==> src/rtl/core_pkg.sv <==
// Shared core types and constants: register-file addressing, hazard controller
// state encoding and the bundle of per-stage pipeline control strobes.
package core_pkg;

  localparam int REG_ADDR_WIDTH     = 5;
  localparam int MULDIV_LAT_DEFAULT = 4;
  localparam int MD_CNT_WIDTH       = 4;

  typedef enum logic [0:0] {CTRL_RUN, CTRL_MD_BUSY} ctrl_state_e;

  // Bit order is also the order the outputs appear on the hazard_ctrl port list.
  typedef struct packed {
    logic pc_stall;
    logic if_id_stall;
    logic id_ex_stall;
    logic ex_mem_stall;
    logic if_id_flush;
    logic id_ex_flush;
    logic ex_mem_flush;
    logic mem_wb_flush;
    logic pc_sel_target;
    logic muldiv_done;
  } ctrl_t;

  function automatic logic load_use_hit(
    input logic                      mem_read,
    input logic [REG_ADDR_WIDTH-1:0] rd,
    input logic [REG_ADDR_WIDTH-1:0] rs1,
    input logic                      rs1_used,
    input logic [REG_ADDR_WIDTH-1:0] rs2,
    input logic                      rs2_used
  );
    return mem_read && (rd != '0) &&
           ((rs1_used && (rs1 == rd)) || (rs2_used && (rs2 == rd)));
  endfunction

endpackage

==> src/rtl/perf_counter.sv <==
// Free-running event counter: adds one on each cycle inc_i is high, wraps
// modulo 2^CNT_WIDTH, clears asynchronously on reset.
module perf_counter #(
  parameter int CNT_WIDTH = 32
) (
  input  logic                 clk,
  input  logic                 rst_n,
  input  logic                 inc_i,
  output logic [CNT_WIDTH-1:0] cnt_o
);

  logic [CNT_WIDTH-1:0] cnt_q;
  logic [CNT_WIDTH-1:0] cnt_d;

  always_comb begin
    cnt_d = cnt_q;
    if (inc_i) cnt_d = cnt_q + 1'b1;
  end

  always_ff @(posedge clk or negedge rst_n) begin
    if (!rst_n) cnt_q <= '0;
    else        cnt_q <= cnt_d;
  end

  assign cnt_o = cnt_q;

endmodule

==> src/rtl/hazard_ctrl.sv <==
// Pipeline hazard controller: combinational stall/flush/bubble strobes from the
// ID/EX/MEM status, with a small FSM tracking multi-cycle mul/div occupancy of EX.
module hazard_ctrl
  import core_pkg::*;
#(
  parameter int MULDIV_LAT = MULDIV_LAT_DEFAULT,
  parameter int CNT_WIDTH  = 32
) (
  input  logic                      clk,
  input  logic                      rst_n,
  input  logic [REG_ADDR_WIDTH-1:0] id_rs1_addr,
  input  logic [REG_ADDR_WIDTH-1:0] id_rs2_addr,
  input  logic                      id_rs1_used,
  input  logic                      id_rs2_used,
  input  logic [REG_ADDR_WIDTH-1:0] ex_rd_addr,
  input  logic                      ex_mem_read,
  input  logic                      ex_branch_taken,
  input  logic                      ex_muldiv,
  input  logic                      mem_req,
  input  logic                      mem_ready,
  output logic                      pc_stall,
  output logic                      if_id_stall,
  output logic                      id_ex_stall,
  output logic                      ex_mem_stall,
  output logic                      if_id_flush,
  output logic                      id_ex_flush,
  output logic                      ex_mem_flush,
  output logic                      mem_wb_flush,
  output logic                      pc_sel_target,
  output logic                      muldiv_done,
  output logic [CNT_WIDTH-1:0]      stall_cnt,
  output logic [CNT_WIDTH-1:0]      flush_cnt
);

  localparam logic [MD_CNT_WIDTH-1:0] MD_LOAD = MD_CNT_WIDTH'(MULDIV_LAT - 2);

  ctrl_state_e             state_q, state_d;
  logic [MD_CNT_WIDTH-1:0] md_cnt_q, md_cnt_d;
  ctrl_t                   ctrl_c;
  ctrl_t                   ctrl;
  logic                    mem_wait;
  logic                    lu_hit;

  assign mem_wait = mem_req && !mem_ready;
  assign lu_hit   = load_use_hit(ex_mem_read, ex_rd_addr, id_rs1_addr, id_rs1_used,
                                 id_rs2_addr, id_rs2_used);

  always_comb begin
    ctrl_c   = '0;
    state_d  = state_q;
    md_cnt_d = md_cnt_q;
    if (mem_wait) begin
      // Whole front end freezes; only the stalled access's successor slot gets a bubble.
      ctrl_c.pc_stall     = 1'b1;
      ctrl_c.if_id_stall  = 1'b1;
      ctrl_c.id_ex_stall  = 1'b1;
      ctrl_c.ex_mem_stall = 1'b1;
      ctrl_c.mem_wb_flush = 1'b1;
    end else if (state_q == CTRL_MD_BUSY) begin
      ctrl_c.pc_stall     = 1'b1;
      ctrl_c.if_id_stall  = 1'b1;
      ctrl_c.id_ex_stall  = 1'b1;
      ctrl_c.ex_mem_flush = 1'b1;
      if (md_cnt_q == '0) begin
        ctrl_c.muldiv_done = 1'b1;
        state_d            = CTRL_RUN;
      end else begin
        md_cnt_d = md_cnt_q - 1'b1;
      end
    end else if (ex_muldiv) begin
      // First occupancy cycle counts toward MULDIV_LAT, hence the load of LAT-2.
      ctrl_c.pc_stall     = 1'b1;
      ctrl_c.if_id_stall  = 1'b1;
      ctrl_c.id_ex_stall  = 1'b1;
      ctrl_c.ex_mem_flush = 1'b1;
      state_d             = CTRL_MD_BUSY;
      md_cnt_d            = MD_LOAD;
    end else if (ex_branch_taken) begin
      ctrl_c.pc_sel_target = 1'b1;
      ctrl_c.if_id_flush   = 1'b1;
      ctrl_c.id_ex_flush   = 1'b1;
    end else if (lu_hit) begin
      ctrl_c.pc_stall    = 1'b1;
      ctrl_c.if_id_stall = 1'b1;
      ctrl_c.id_ex_flush = 1'b1;
    end
  end

  always_ff @(posedge clk or negedge rst_n) begin
    if (!rst_n) begin
      state_q  <= CTRL_RUN;
      md_cnt_q <= '0;
    end else begin
      state_q  <= state_d;
      md_cnt_q <= md_cnt_d;
    end
  end

  // Strobes are forced quiet while reset is held, independent of input activity.
  assign ctrl = rst_n ? ctrl_c : '0;

  assign pc_stall      = ctrl.pc_stall;
  assign if_id_stall   = ctrl.if_id_stall;
  assign id_ex_stall   = ctrl.id_ex_stall;
  assign ex_mem_stall  = ctrl.ex_mem_stall;
  assign if_id_flush   = ctrl.if_id_flush;
  assign id_ex_flush   = ctrl.id_ex_flush;
  assign ex_mem_flush  = ctrl.ex_mem_flush;
  assign mem_wb_flush  = ctrl.mem_wb_flush;
  assign pc_sel_target = ctrl.pc_sel_target;
  assign muldiv_done   = ctrl.muldiv_done;

  perf_counter #(.CNT_WIDTH(CNT_WIDTH)) u_stall_cnt (
    .clk   (clk),
    .rst_n (rst_n),
    .inc_i (ctrl.pc_stall),
    .cnt_o (stall_cnt)
  );

  perf_counter #(.CNT_WIDTH(CNT_WIDTH)) u_flush_cnt (
    .clk   (clk),
    .rst_n (rst_n),
    .inc_i (ctrl.if_id_flush),
    .cnt_o (flush_cnt)
  );

  a_no_muldiv_branch: assert property (@(posedge clk) disable iff (!rst_n)
    !(ex_muldiv && ex_branch_taken));

endmodule

==> config.mk <==
export PLATFORM = sky130hd
export DESIGN_NAME = hazard_ctrl
export DESIGN_NICKNAME = d
export VERILOG_FILES = /design/src/rtl/core_pkg.sv /design/src/rtl/perf_counter.sv /design/src/rtl/hazard_ctrl.sv
export SDC_FILE = /design/constraint.sdc
export NUM_CORES = 1
export LEC_CHECK = 0
export ABC_CLOCK_PERIOD_IN_PS = 5100
export CAP_MARGIN = 20
export CORE_MARGIN = 4
export CORE_UTILIZATION = 35
export CTS_CLUSTER_SIZE = 10
export DETAILED_ROUTE_END_ITERATION = 10
export PLACE_DENSITY = 0.62
export SYNTH_ARGS = -nofsm -noshare
export SYNTH_HDL_FRONTEND = slang
export SYNTH_HIERARCHICAL = 1
export SYNTH_SLANG_ARGS = --single-unit
==> constraint.sdc <==
create_clock -name clk -period 5.1 [get_ports clk]
set_clock_uncertainty 0.15 [all_clocks]
set_input_delay 1.275 -clock clk [delete_from_list [all_inputs] [get_ports clk]]
set_output_delay 1.275 -clock clk [all_outputs]
set_load 0.01 [all_outputs]
Word level (Yosys, flattened, before mapping). Index checks and enable logic that the tools add are counted.

Register bits after elaboration: 69. Input port bits: 24. Output and inout bits: 74. Logic and storage cells: 47.

$add $sub $neg: 3. Equality and inequality tests: 3. Mux-type cells: 25. Bitwise logic cells: 1. Reductions and logical operators: 11.

Operator list (count): $add 32x1->32 const B (2); $mux 1 (12); $mux 2 (6); $mux 4 (3); $eq 5x5->1 (2); $mux 10 (1); $mux 3 (3); $logic_and 1x1->1 (5); $reduce_bool 5->1 (1); $logic_not 4->1 (1); $sub 4x1->4 const B (1); $reduce_and 3->1 (1); $ne 2x2->1 const B (1); $reduce_bool 2->1 (1); $logic_not 1->1 (1); $logic_or 1x1->1 (1); $not 1->1 (1).

Depth between registers and ports, before layout.
Depth in word-level cells: 10. Mapped depth: 9. Depth with buffers taken out: 8.

By module. The synthesis kept the hierarchy.

Modules (own cells, without submodules): perf_counter (instances 2, cells each 123, area each 1448.9 µm², sequential area each 800.8 µm²); hazard_ctrl (instances 1, cells each 62, area each 516.7 µm², sequential area each 125.1 µm²).

Worst setup path before layout. Ideal clock, no wire load.

Path type: input-to-output. Start: in ex_rd_addr[4]. End: out pc_stall. Data arrival time: 2865 ps. Data required time: 3675 ps. Slack: 810 ps. Cell stages on the path: 5. Path buffers: 1. Cells stage by stage: xor2_1 > nor4_2 > a32oi_1 > o41ai_2 > buf_4.

Word-level cells in the longest chain between the ends: 10. Elaborated cells on any way between the ends: 14. Those cells by class: eq/ne: 2; mux: 6; reduce/logical: 6.

RTL lines: from (decl) (RTL line hazard_ctrl.sv:15) `input logic [REG_ADDR_WIDTH-1:0] ex_rd_addr,`; $eq 5x5->1 (RTL line core_pkg.sv:34) `((rs1_used && (rs1 == rd)) || (rs2_used && (rs2 == rd)));`; $logic_and 1x1->1 (RTL line core_pkg.sv:34); $logic_or 1x1->1 (RTL line core_pkg.sv:34); $logic_and 1x1->1 (*) (RTL line core_pkg.sv:33) `return mem_read && (rd != '0) &&`; $mux 2 (*) (RTL line hazard_ctrl.sv:82) `end else if (lu_hit) begin`; $mux 2 (*) (RTL line hazard_ctrl.sv:78) `end else if (ex_branch_taken) begin`; $mux 2 (*) (RTL line hazard_ctrl.sv:70) `end else if (ex_muldiv) begin`; $mux 3 (*) (RTL line hazard_ctrl.sv:59) `end else if (state_q == CTRL_MD_BUSY) begin`; $mux 3 (*) (RTL line hazard_ctrl.sv:52) `if (mem_wait) begin`; $mux 10 (*) (RTL line hazard_ctrl.sv:100) `assign ctrl = rst_n ? ctrl_c : '0;`; to (decl) (RTL line hazard_ctrl.sv:21) `output logic pc_stall,`.

Mark *: on every way between the ends. The rest lies on a longest branch, timed or not.

Worst setup path after layout.
Start: in ex_rd_addr[4]. End: out if_id_stall.

Word-level cells in the longest chain between the ends: 10. Elaborated cells on any way between the ends: 14. Those cells by class: eq/ne: 2; mux: 6; reduce/logical: 6.

RTL lines: $eq 5x5->1 (RTL line core_pkg.sv:34); $logic_and 1x1->1 (RTL line core_pkg.sv:34); $logic_or 1x1->1 (RTL line core_pkg.sv:34); $logic_and 1x1->1 (*) (RTL line core_pkg.sv:33); $mux 2 (*) (RTL line hazard_ctrl.sv:82); $mux 2 (*) (RTL line hazard_ctrl.sv:78); $mux 2 (*) (RTL line hazard_ctrl.sv:70); $mux 3 (*) (RTL line hazard_ctrl.sv:59); $mux 3 (*) (RTL line hazard_ctrl.sv:52); $mux 10 (*) (RTL line hazard_ctrl.sv:100); to (decl) (RTL line hazard_ctrl.sv:22) `output logic if_id_stall,`.

Marks and branches as above.

==> impl_results.md <==
* Slew HR at 37.5%
* Post-Syn Area at 0.00341 mm2
* Met1 Routed Length at 3.77 mm
* Cell taking the most area after synthesis: dfrtp_1
* Unique cell type count in the Yosys netlist at 36
* Vias per inst at 4.92
* Drt drc at 0
* Maxcap violations at 0
* Clk slew on worst S/H paths at 0.07 ns
* Period utilization at 96.6%
* Area growth, synth to finish at 38.1%
* Die area at 0.0114 mm2
* Hold_ws at 0.318 ns
* Max Freq at 0.203 GHz
* Metal3 WL at 388 um
* Wirelength per Cell at 14.8 um
* Critical path type: input port to primary output
* Ys Warns at 6
* Commonest non-fill, non-tap cells in the layout: clkdlybuf4s50_1, dfrtp_1, xnor2_1
* Die Ht at 107 um
* Final critical-path required period at 4.93 ns
* Die width at 107 um
* Top Layer Used: met4
* Vias in the first global route at 2718
* Syn_nets at 335
* Clk sink count at 69
* Final Setup Violations at 0
* Postcts setup bufs at 0
* Hold WC Path Type: flop to flop
* Crit path DAT at 3.50 ns
* Crit end category: primary output
* Crit start category: input port
* Core ar. at 0.00937 mm2
* RD Place Congestion at 0.805
* Synth area leaders: dfrtp_1, xnor2_1, xor2_1, nand4_1, nand3_1
* Average size of a mapped cell at 11.1 um2
* CTS Buf Count at 9
* Initial antenna violation count at 0
* Synth Instances at 308
* Crit Path Max Fanout at 3
* CTS resizes at 0
* Nets at 442
* Total number of vias at 2695
* Clock Root Buffer: clkbuf_8
* Reg area at 0.00173 mm2
* TritonRoute pass-1 iters at 4
* Largest net degree at the start of global routing at 69
* # hold bufs at CTS at 0
* CTS Buffer Depth at 2
* Power per cell area at 302 mW/mm2
* Grt ovf at 0
* Worst slew pin tran at 0.929 ns
* Initial core utilization at 36.4%
* Commonest non-fill, non-tap cell in the layout: clkdlybuf4s50_1
* CTS tree: built
* H-tree depth at 3
* Share of post-route cells with drive strength above 1 at 8.11%
* Worst-skew pair later-pin latency at 0.34 ns
* Filler cells at 899
* RSZ-0062 raised after global routing: false
* Leakage power total at 2.02 nW
* Synth top area share at 50.6%
* Final WL at 8.12 mm
* First-pass GRT wire length at 13.6 mm
* Routed Antenna Nets at 0
* Total Neg Setup Slack at 0 ns
* Ports at 98
* Max VDD drop at 252 uV
* Slew Viols, Final at 0
* Met2 WL at 3.90 mm
* Power Total at 1.43 mW
* Global Route Usage Sum at 15.0%
* Row cnt at 35
* Seq/Total Area, Yosys at 50.6%
* Yosys reg bits at 69
* Antenna diode count at 0
* Status: completed
* DP Wirelength at 6.11 mm
* CP Data Required Time at 3.67 ns
* Final Hold Vio Count at 0
* IO Port Bufs at 97
* Area of the multi-input gates at 0.00161 mm2
* Initial DRC Count at 73
## synthesized netlist by cell type, drive strengths merged
cell type and number:
mux2i 1, nor4b 1, nor3 11, a22o 2, nand2 25, nand3 20, o21bai 2, xor2 32
and4 9, ha 3, inv 11, nand4 22, nor2 10, nor4 14, mux2 3, a32oi 1
buf 5, nand2b 1, a31oi 1, and3 8, dfrtp 69, o21ai 4, or4 4, nor3b 2
xnor2 40, and2 5, o41ai 1, nor2b 1
## per-layer routing
metal  GRT usage (%)  up-vias
met5               0        -
met4            3.84        0
li1                -     1316
met1            19.8     1312
met3            4.82        4
met2            24.0       63
## kinds of logic after synthesis
group	share of synthesized area, %
and+or+nand+nor	23.7
xor gates and xnor gates	18.5
DFF	50.6
buffers and inverters	2.24
AOI/OAI and AO/OA	2.64
muxes	1.28
adders and majority gates	1.10
## state kept, by name (all words and copies together) (netlist names)
name and flops:
u_flush_cnt/cnt_o 32, state_q 1, md_cnt_q 4, u_stall_cnt/cnt_o 32
## worst max-delay path, cell delays in order
cell and delay (ns):
clkdlybuf4s50_1 0.46, xor2_1 0.20, nor4_2 0.27, a32oi_1 0.17, o41ai_2 0.49, clkdlybuf4s50_1 0.64
## where the power goes
group          internal (mW)  switching (mW)  total, mW
Clock                  0.221           0.202      0.423
Sequential             0.604          0.0869      0.691
Combinational          0.173           0.138      0.311
## per-stage QoR
step	setup slack, ns	std cells	instance area (um2)	util [%]
final	0.171	548	4720	50.3
after global placement	0.167	533	4540	48.4
after CTS	0.133	548	4720	50.3
after detailed placement	0.140	533	4540	48.4
after floorplan	0.810	308	3410	-
after global routing	0.0350	548	4720	50.3
## area by class of cell
class / instances / share of cell area (%)
Clock buffer: 10 / 2.71
Clock inverter: 5 / 1.11
Inverter: 11 / 0.875
Multi-Input combinational cell: 223 / 34.2
Sequential cell: 69 / 36.6
Tap cell: 129 / 3.42
Timing Repair Buffer: 101 / 21.1
## final timing paths
check / from / end / slack, ns / depth (start not counted)
setup / recovery: ex_rd_addr[4] / if_id_stall / 0.17 / 6
hold / removal: u_flush_cnt/cnt_o[31]$_DFFE_PN0P_ / u_flush_cnt/cnt_o[31]$_DFFE_PN0P_ / 0.32 / 1
setup reg to reg: state_q$_DFFE_PN0N_ / u_flush_cnt/cnt_o[17]$_DFFE_PN0P_ / 2.39 / 7
hold reg to reg: u_flush_cnt/cnt_o[31]$_DFFE_PN0P_ / u_flush_cnt/cnt_o[31]$_DFFE_PN0P_ / 0.32 / 1
max in group asynchronous: rst_n / u_flush_cnt/cnt_o[25]$_DFFE_PN0P_ / 3.16 / 2
min in group asynchronous: rst_n / state_q$_DFFE_PN0N_ / 0.58 / 1
Power figures use the tool's default switching activity.
